===== src/rtl/hazard_unit.sv =====
// Pipeline interlock controller: per-stage stall/flush decisions, redirect
// deferral across stalls, stall/flush performance counters and MEM-wait watchdog.
module hazard_unit #(
  parameter int CNT_W   = 32,
  parameter int TIMEOUT = 255
) (
  input  logic             clk,
  input  logic             rst,
  input  logic [4:0]       rs1ReadAddr,
  input  logic [4:0]       rs2ReadAddr,
  input  logic             rs1ReadEnable,
  input  logic             rs2ReadEnable,
  input  logic [4:0]       rdWriteAddrE,
  input  logic             rdWriteEnableE,
  input  logic             memReadE,
  input  logic             branchTakenE,
  input  logic             exBusyE,
  input  logic             memStallM,
  output logic             stallF,
  output logic             stallD,
  output logic             stallE,
  output logic             stallM,
  output logic             flushD,
  output logic             flushE,
  output logic             flushM,
  output logic             flushW,
  output logic [1:0]       stallReason,
  output logic [CNT_W-1:0] stallCount,
  output logic [CNT_W-1:0] flushCount,
  output logic             hangErr
);

  // state    | meaning
  // RUN      | no multi-cycle wait in progress
  // MEM_WAIT | data memory held the pipe last cycle
  // EX_WAIT  | multi-cycle EX unit held the pipe last cycle
  typedef enum logic [1:0] {RUN, MEM_WAIT, EX_WAIT} state_t;

  localparam int WAIT_W = (TIMEOUT < 1) ? 1 : $clog2(TIMEOUT + 1);

  state_t             r_state, w_state_nxt;
  logic               r_pend_redir;
  logic [CNT_W-1:0]   r_stall_cnt, r_flush_cnt;
  logic [WAIT_W-1:0]  r_wait_cnt, w_wait_nxt;
  logic               r_hang;
  logic               w_load_use, w_redir;

  assign w_load_use = memReadE & rdWriteEnableE & (rdWriteAddrE != 5'd0) &
                      ((rs1ReadEnable & (rs1ReadAddr == rdWriteAddrE)) |
                       (rs2ReadEnable & (rs2ReadAddr == rdWriteAddrE)));
  assign w_redir    = branchTakenE | r_pend_redir;

  // Gating with rst makes the outputs drop the moment reset asserts.
  always_comb begin
    stallF = 1'b0; stallD = 1'b0; stallE = 1'b0; stallM = 1'b0;
    flushD = 1'b0; flushE = 1'b0; flushM = 1'b0; flushW = 1'b0;
    stallReason = 2'd0;
    if (!rst) begin
      if (memStallM) begin
        {stallF, stallD, stallE, stallM, flushW} = 5'b11111;
        stallReason = 2'd3;
      end else if (exBusyE) begin
        {stallF, stallD, stallE, flushM} = 4'b1111;
        stallReason = 2'd2;
      end else if (w_redir) begin
        {flushD, flushE} = 2'b11;
      end else if (w_load_use) begin
        {stallF, stallD, flushE} = 3'b111;
        stallReason = 2'd1;
      end
    end
  end

  always_comb begin
    w_state_nxt = r_state;
    case (r_state)
      RUN:      if (memStallM) w_state_nxt = MEM_WAIT;
                else if (exBusyE) w_state_nxt = EX_WAIT;
      MEM_WAIT: if (!memStallM) w_state_nxt = exBusyE ? EX_WAIT : RUN;
      EX_WAIT:  if (memStallM) w_state_nxt = MEM_WAIT;
                else if (!exBusyE) w_state_nxt = RUN;
      default:  w_state_nxt = RUN;
    endcase
  end

  // Saturate at TIMEOUT so a very long wait cannot wrap the watchdog.
  always_comb begin
    w_wait_nxt = r_wait_cnt;
    if (!memStallM)
      w_wait_nxt = '0;
    else if ((r_state == MEM_WAIT) && (r_wait_cnt != WAIT_W'(TIMEOUT)))
      w_wait_nxt = r_wait_cnt + WAIT_W'(1);
  end

  always_ff @(posedge clk or posedge rst) begin
    if (rst) begin
      r_state      <= RUN;
      r_pend_redir <= 1'b0;
      r_stall_cnt  <= '0;
      r_flush_cnt  <= '0;
      r_wait_cnt   <= '0;
      r_hang       <= 1'b0;
    end else begin
      r_state    <= w_state_nxt;
      r_wait_cnt <= w_wait_nxt;
      if (memStallM && (w_wait_nxt == WAIT_W'(TIMEOUT)))
        r_hang <= 1'b1;
      if (stallF)
        r_stall_cnt <= r_stall_cnt + CNT_W'(1);
      if (flushD) begin
        r_flush_cnt  <= r_flush_cnt + CNT_W'(1);
        r_pend_redir <= 1'b0;
      end else if (branchTakenE && (memStallM || exBusyE)) begin
        r_pend_redir <= 1'b1;
      end
    end
  end

  assign stallCount = r_stall_cnt;
  assign flushCount = r_flush_cnt;
  assign hangErr    = r_hang;

endmodule


===== config.mk =====
export PLATFORM = sky130hd
export DESIGN_NAME = hazard_unit
export DESIGN_NICKNAME = d
export VERILOG_FILES = /design/src/rtl/hazard_unit.sv
export SDC_FILE = /design/constraint.sdc
export NUM_CORES = 1
export LEC_CHECK = 0
export BUFFER_PORTS_ARGS = -buffer_cell sky130_fd_sc_hd__buf_2
export CAP_MARGIN = 20
export CORE_MARGIN = 10
export CORE_UTILIZATION = 52
export DETAILED_ROUTE_END_ITERATION = 6
export GPL_ROUTABILITY_DRIVEN = 0
export PLACE_DENSITY = 0.9
export REMOVE_ABC_BUFFERS = 1
export SLEW_MARGIN = 20
export SYNTH_ARGS = -nofsm -noshare
export SYNTH_HDL_FRONTEND = slang
export SYNTH_SLANG_ARGS = --single-unit

===== constraint.sdc =====
create_clock -name clk -period 2.6 [get_ports clk]
set_clock_uncertainty 0.05 [all_clocks]
set_input_delay 0 -clock clk [delete_from_list [all_inputs] [get_ports clk]]
set_output_delay 0 -clock clk [all_outputs]
set_load 0.005 [all_outputs]

==> summary.md, run 1 <==
| Metric | Value |
|---|---|
| Status | `finished clean` |
| Die area | `10800 um2` |
| Synth top area cells | `dfrtp_1 52%, xnor2_1 13%, xor2_1 4.5%` |
| Crit-path cells | `dlygate4sd3_1, buf_2, or3_1, nor4b_4, and4_1, and2b_4, nand3_2, xnor2_1` |
| Main combinational cell family by area after synthesis | `simple AND/OR/NAND/NOR gates` |
| Filler cell count | `573` |
| Top delay family on crit path | `simple AND/OR/NAND/NOR gates` |
| Synth async-reset ratio | `1.00` |
| Buffer depth of the longest clock path | `2` |
| Req. time, crit path | `2.77 ns` |
| Unrepaired setup endpoints after global routing | `no` |
| Buf/Inv on CP | `2` |
| Row count | `30` |
| Post-Place Setup Slack | `about 0.45 ns` |
| Seq cells post-synth | `76` |
| Tcrit/Tclk final | `0.853` |
| Unique masters post-synth | `40` |
| # Post-CTS Setup Buffers | `0` |
| Post-synthesis mux area share | `0.00580` |
| Final instance area | `4520 um2` |
| Antenna diodes | `0` |
| Iter 0 DRT Violations | `172` |
| Worst setup EP type | `flip-flop` |
| Post_cts resized | `0` |
| Max Clk Rate | `0.451 GHz` |
| # placed instances | `between 500 and 600` |
| Peak supply drop | `0.000631 V` |
| Critical Path AT | `2.39 ns` |
| Worst reg2reg path endpoint | `stallCount[21]` |
| Commonest cells in the netlist | `76 x dfrtp_1, 54 x xnor2_1, 29 x nand2_1` |
| Startpoint Class | `input port` |
| Synth Instances | `342` |
| HPWL after DPL | `6.62 mm` |
| Synth Area in XOR/XNOR | `0.174` |
| Hold_buf cts | `5` |
| Initial core utilization | `0.537` |
| First-pass detailed-route iteration total | `4` |
| Fin. Hold Viols | `0` |
| Crit path to | `flushCount[26]` |
| Minimum clock period | `2.22 ns` |
| Reg area | `1900 um2` |
| Leakage | `2.23 nW` |
| Total GRT Usage | `0.158` |
| Largest net degree at the start of global routing | `between 40 and 50` |
| Multi-input gate area | `approximately 1700 um2` |
| R2r worst-path depth | `6` |
| Area grow syn2layout | `23.3%` |
| Sink Count | `76` |
| Crit-path slowest cell | `dlygate4sd3_1` |
| Via count | `2972` |
| Simple-gate area share of the yosys netlist | `0.234` |
| Total grt overflow | `0` |
| Crit path depth | `8` |
| Worst reg-to-reg setup slack | `approximately 0.4 ns` |
| Critical path type | `input port to flip-flop` |
| Final setup viols | `0` |
| Synth Flop Type | `dfrtp_1` |
| Adder-cell area share of the yosys netlist | `0.0102` |
| Fraction of layout cells with a size suffix above 1 | `0.280` |
| Final wirelength | `8.63 mm` |
| CTS tree | `built` |
| Total core area | `6830 um2` |
| Worst setup path start | `memStallM` |
| Crit path largest cell delay | `between 0.5 and 0.6 ns` |
| H-tree depth | `3` |
| Syn avg cell area | `10.7 um2` |
| Post-synth top area share | `0.518` |
| Post-synth EDFFs | `0` |
| Vias in the first global route | `2967` |
| Compound-Gate Fraction of Synth Area | `0.0314` |
| # nets final | `475` |
| Total negative slack | `0 ns` |
| Final instance count without filler cells | `549` |
| RR Startpoint | `stallCount[8]` |
| Antenna Nets Post-Route | `0` |
| Avg WL per Cell | `~16 um` |
| Clock Pin Slew Worst Setup and Hold Paths | `0.08 ns` |
| Slew @ Worst Pin | `around 0.71 ns` |
| Most common cell in the netlist | `dfrtp_1` |
| Num CTS Buffers | `9` |
| Chip Width | `104 um` |
| Initial antenna violation count | `0` |
| P per Cell Area | `635 nW/um2` |
| Port Buffers | `98` |
| Max Slew Vio Count | `0` |
| I/O Pins | `99` |
| Placed inst area | `between 4000 and 5000 um2` |
| Yosys top cell by area | `dfrtp_1` |
| Worst Hold Class | `input port to asynchronous set/reset pin` |
| First-pass GRT wire length | `14.6 mm` |
| Slew HR | `0.529` |
| Vias per cell | `5.41` |
| Ys Warns | `0` |
| Remaining DRCs | `0` |
| Max Cap Viol | `0` |
| Clk_lat worst skew | `0.34 ns` |
| Synth Cell Area | `3670 um2` |
| Die height | `between 100 and 150 um` |
| Crit Path Max Fanout | `7` |
| Clk root buf | `clkbuf_8` |
| Setup WS post-layout | `about 0.38 ns` |
| Post-synthesis sequential area ratio | `0.518` |
[state kept, by name, summed over array words and instances (netlist names)]
name,flops
r_wait_cnt,8
r_state,2
hangErr,1
flushCount,32
r_pend_redir,1
stallCount,32
[cell type report]
type / instances / share of cell area
Timing Repair Buffer: 106 / 0.127
Clock buffer: 11 / 0.0313
Tap cell: 96 / 0.0266
Inverter: 7 / 0.00581
Sequential cell: 76 / 0.420
Multi-Input combinational cell: 248 / 0.370
Clock inverter: 5 / 0.0188
[cell usage in the layout (no fill, tap or decap), types with 4 or more instances in the layout]
| master | instances |
|---|---|
| buf_2 | 98 |
| dfrtp_1 | 76 |
| xnor2_1 | 54 |
| nand2_1 | 29 |
| nand4_1 | 24 |
| nand3_1 | 24 |
| xor2_1 | 19 |
| nor3_1 | 16 |
| and3_1 | 16 |
| nor2_1 | 15 |
| clkbuf_8 | 10 |
| a21oi_1 | 8 |
| inv_1 | 5 |
| and4_1 | 5 |
| dlygate4sd3_1 | 5 |
| nand3_2 | 4 |
[where the power goes]
| group | switching (mW) | total [mW] | internal [mW] |
|---|---|---|---|
| logic | 0.242 | 0.453 | 0.211 |
| clock network | 0.440 | 1.01 | 0.571 |
| registers | 0.124 | 1.41 | 1.28 |
[stage by stage]
step                       util  power, mW  hold WS (ns)
after global routing      0.662       3.03         0.367
final                     0.662       2.87         0.306
after global placement    0.622       1.86         0.138
after detailed placement  0.622       1.89         0.153
after CTS                 0.662       2.90         0.330
after floorplan               -       1.66       -0.0224
[kinds of logic after synthesis]
logic type | count (synthesis)
adder cells (fa/ha/maj) | 3
AO/OA/AOI/OAI | 19
buffers and inverters | 18
AND/OR/NAND/NOR | 151
multiplexers | 2
XOR/XNOR | 73
flip-flops | 76
[routing by layer]
layer	global-route usage	routed length [um]	vias to the layer above
met5	0	0	-
met4	0.0547	121	0
met3	0.0409	629	10
met2	0.248	4030	123
met1	0.206	3850	1425
li1	-	-	1414
[worst register-to-register path, cell delays in order, from the launching register on]
cell and delay (ns):
dfrtp_1 0.44, nand4_1 0.17, nor3_1 0.36, nand4_1 0.32
nor3_1 0.41, nand4_1 0.18, xnor2_1 0.16
[how the worst min path moves through the flow]
stage	to	start	slack [ns]
2_1_floorplan	stallReason[0]	rst	-0.02
3_3_place_gp	r_pend_redir	rst	0.14
3_5_place_dp	r_pend_redir	rst	0.15
4_1_cts	flushCount[3]	rst	0.33
5_1_grt	flushCount[3]	rst	0.37
6_report	r_pend_redir	rst	0.31
Note: power is estimated with default switching activity, not from simulation.
==> run 2, diff against run 1 <==
--- a/config.mk
+++ b/config.mk
@@ -9,6 +9,7 @@
 export CAP_MARGIN = 20
 export CORE_MARGIN = 10
 export CORE_UTILIZATION = 52
+export CTS_BUF_LIST = sky130_fd_sc_hd__clkbuf_4 sky130_fd_sc_hd__clkbuf_8 sky130_fd_sc_hd__clkbuf_16
 export DETAILED_ROUTE_END_ITERATION = 6
 export GPL_ROUTABILITY_DRIVEN = 0
 export PLACE_DENSITY = 0.9
==> run 2 against run 1 <==
- wire length is 0.23% lower
- worst setup slack hardly changed
- die area stayed put
- clock power hardly changed
- cell count stayed put
- global-route usage is 0.12 points lower
- design area hardly changed
- worst hold slack better by 0.0018 ns
- critical endpoint unchanged
==> summary.md, run 2 (synthesized netlist as in run 1, its figures left out) <==
| Metric | Value |
|---|---|
| Status | `finished clean (unchanged)` |
| Sink Count | `76 (unchanged)` |
| Startpoint Class | `input port (unchanged)` |
| Area grow syn2layout | `23.4% (was 23.3%)` |
| Slew @ Worst Pin | `0.706 ns (about the same)` |
| Most frequent cells in the layout | `98 x buf_2, 76 x dfrtp_1, 54 x xnor2_1 (unchanged)` |
| Die height | `104 um (unchanged)` |
| Critical path type | `input port to flip-flop (unchanged)` |
| Remaining DRCs | `0 (unchanged)` |
| Total GRT Usage | `0.157 (was 0.158)` |
| Buffer depth of the longest clock path | `2 (unchanged)` |
| Antenna Nets Post-Route | `0 (unchanged)` |
| Largest net degree at the start of global routing | `44 (unchanged)` |
| Antenna diodes | `0 (unchanged)` |
| Slew HR | `0.529 (about the same)` |
| Crit Path Max Fanout | `7 (unchanged)` |
| Final instance count without filler cells | `549 (unchanged)` |
| Initial core utilization | `0.537 (unchanged)` |
| Clk root buf | `clkbuf_8 (unchanged)` |
| Worst setup EP type | `flip-flop (unchanged)` |
| Initial antenna violation count | `0 (unchanged)` |
| Max Clk Rate | `0.451 GHz (about the same)` |
| Vias per cell | `5.37 (was 5.41)` |
| CTS tree | `built (unchanged)` |
| Max Slew Vio Count | `0 (unchanged)` |
| Avg WL per Cell | `15.7 um (about the same)` |
| First-pass detailed-route iteration total | `4 (unchanged)` |
| Minimum clock period | `2.22 ns (about the same)` |
| Top delay family on crit path | `simple AND/OR/NAND/NOR gates (unchanged)` |
| Crit path largest cell delay | `0.53 ns (about the same)` |
| Crit-path slowest cell | `dlygate4sd3_1 (unchanged)` |
| Req. time, crit path | `2.77 ns (about the same)` |
| Post_cts resized | `0 (unchanged)` |
| Iter 0 DRT Violations | `164 (was 172)` |
| Filler cell count | `570 (was 573)` |
| Most common cell after layout, fill and taps aside | `buf_2 (unchanged)` |
| Unrepaired setup endpoints after global routing | `no (unchanged)` |
| Reg area | `1900 um2 (unchanged)` |
| HPWL after DPL | `6.62 mm (unchanged)` |
| # nets final | `475 (unchanged)` |
| Buf/Inv on CP | `2 (unchanged)` |
| Total core area | `6830 um2 (unchanged)` |
| P per Cell Area | `637 nW/um2 (was 635 nW/um2)` |
| Tcrit/Tclk final | `0.853 (about the same)` |
| RR Startpoint | `stallCount[8] (unchanged)` |
| Crit-path cells | `dlygate4sd3_1, buf_2, or3_1, nor4b_4, and4_1, and2b_4, nand3_2, xnor2_1 (unchanged)` |
| Multi-input gate area | `1670 um2 (unchanged)` |
| Die area | `10800 um2 (unchanged)` |
| Clock Pin Slew Worst Setup and Hold Paths | `0.08 ns (about the same)` |
| Max Cap Viol | `0 (unchanged)` |
| # Post-CTS Setup Buffers | `0 (unchanged)` |
| Vias in the first global route | `2946 (was 2967)` |
| Fraction of layout cells with a size suffix above 1 | `0.283 (was 0.280)` |
| Num CTS Buffers | `9 (unchanged)` |
| Final setup viols | `0 (unchanged)` |
| Port Buffers | `98 (unchanged)` |
| First-pass GRT wire length | `14.5 mm (was 14.6 mm)` |
| Fin. Hold Viols | `0 (unchanged)` |
| H-tree depth | `3 (unchanged)` |
| # placed instances | `528 (unchanged)` |
| Via count | `2949 (was 2972)` |
| Worst Hold Class | `input port to asynchronous set/reset pin (unchanged)` |
| Critical Path AT | `2.39 ns (about the same)` |
| Chip Width | `104 um (unchanged)` |
| Row count | `30 (unchanged)` |
| Total negative slack | `0 ns (unchanged)` |
| I/O Pins | `99 (unchanged)` |
| Leakage | `2.24 nW (was 2.23 nW)` |
| Peak supply drop | `0.000516 V (was 0.000631 V)` |
| Final wirelength | `8.61 mm (was 8.63 mm)` |
| Total grt overflow | `0 (unchanged)` |
| Clk_lat worst skew | `0.34 ns (about the same)` |
| Worst setup path start | `memStallM (unchanged)` |
run 2: changes by cell type in the layout (fill, tap and decap cells not counted):
cell      delta
clkbuf_4     +1
clkbuf_1     -1
run 2: where the power goes:
part | total (mW) | internal [mW] | switching (mW) | leakage, nW
clock | 1.02 | 0.581 | 0.440 | 0.113
sequential | 1.41 | 1.28 | 0.123 | 1.02
combinational | 0.453 | 0.211 | 0.242 | 1.11
run 2: cell type report:
class                   count  area share
well taps                  96      0.0265
clock inverters             5      0.0188
inverters                   7     0.00580
clock buffers              11      0.0321
flip-flops and latches     76       0.420
repair buffers            106       0.127
multi-input cells         248       0.370
run 2: through the flow:
| stage | hold WS, ns | util | area [um2] | power [mW] | setup slack [ns] |
|---|---|---|---|---|---|
| CTS | 0.332 | 0.663 | 4530 | 2.91 | 0.378 |
| global route | 0.369 | 0.663 | 4530 | 3.04 | 0.122 |
| floorplan | -0.0224 | - | 3600 | 1.66 | 0.287 |
| finish | 0.308 | 0.663 | 4530 | 2.88 | 0.382 |
| detailed placement | 0.153 | 0.622 | 4250 | 1.89 | 0.448 |
| global placement | 0.138 | 0.622 | 4250 | 1.86 | 0.620 |
run 2: worst paths after layout:
check	end	slack [ns]	depth (start not counted)
setup / recovery	flushCount[26]	0.38	8
hold / removal	r_pend_redir	0.31	3
setup reg to reg	stallCount[30]	0.42	6
hold reg to reg	stallCount[31]	0.42	1
max in group asynchronous	stallCount[10]	1.52	4
min in group clk	stallCount[1]	0.37	6
run 2: layer usage:
| metal | global-route usage | routed length (um) |
|---|---|---|
| met1 | 0.204 | 3900 |
| met2 | 0.248 | 4010 |
| met3 | 0.0421 | 606 |
| met4 | 0.0477 | 96 |
| met5 | 0 | 0 |
run 2: what timing repair did:
| item | in CTS | in global routing |
|---|---|---|
| endpoints found under the hold margin | 38 | 0 |
| hold buffers | 5 | 0 |
| setup endpoints to repair | 0 | 0 |
run 2: worst register-to-register path: stages, from the launching register on:
cell and delay, ns:
dfrtp_1 0.44, nand4_1 0.17, nor3_1 0.36, nand4_1 0.32
or3_1 0.42, nor3_1 0.20, xor2_1 0.17
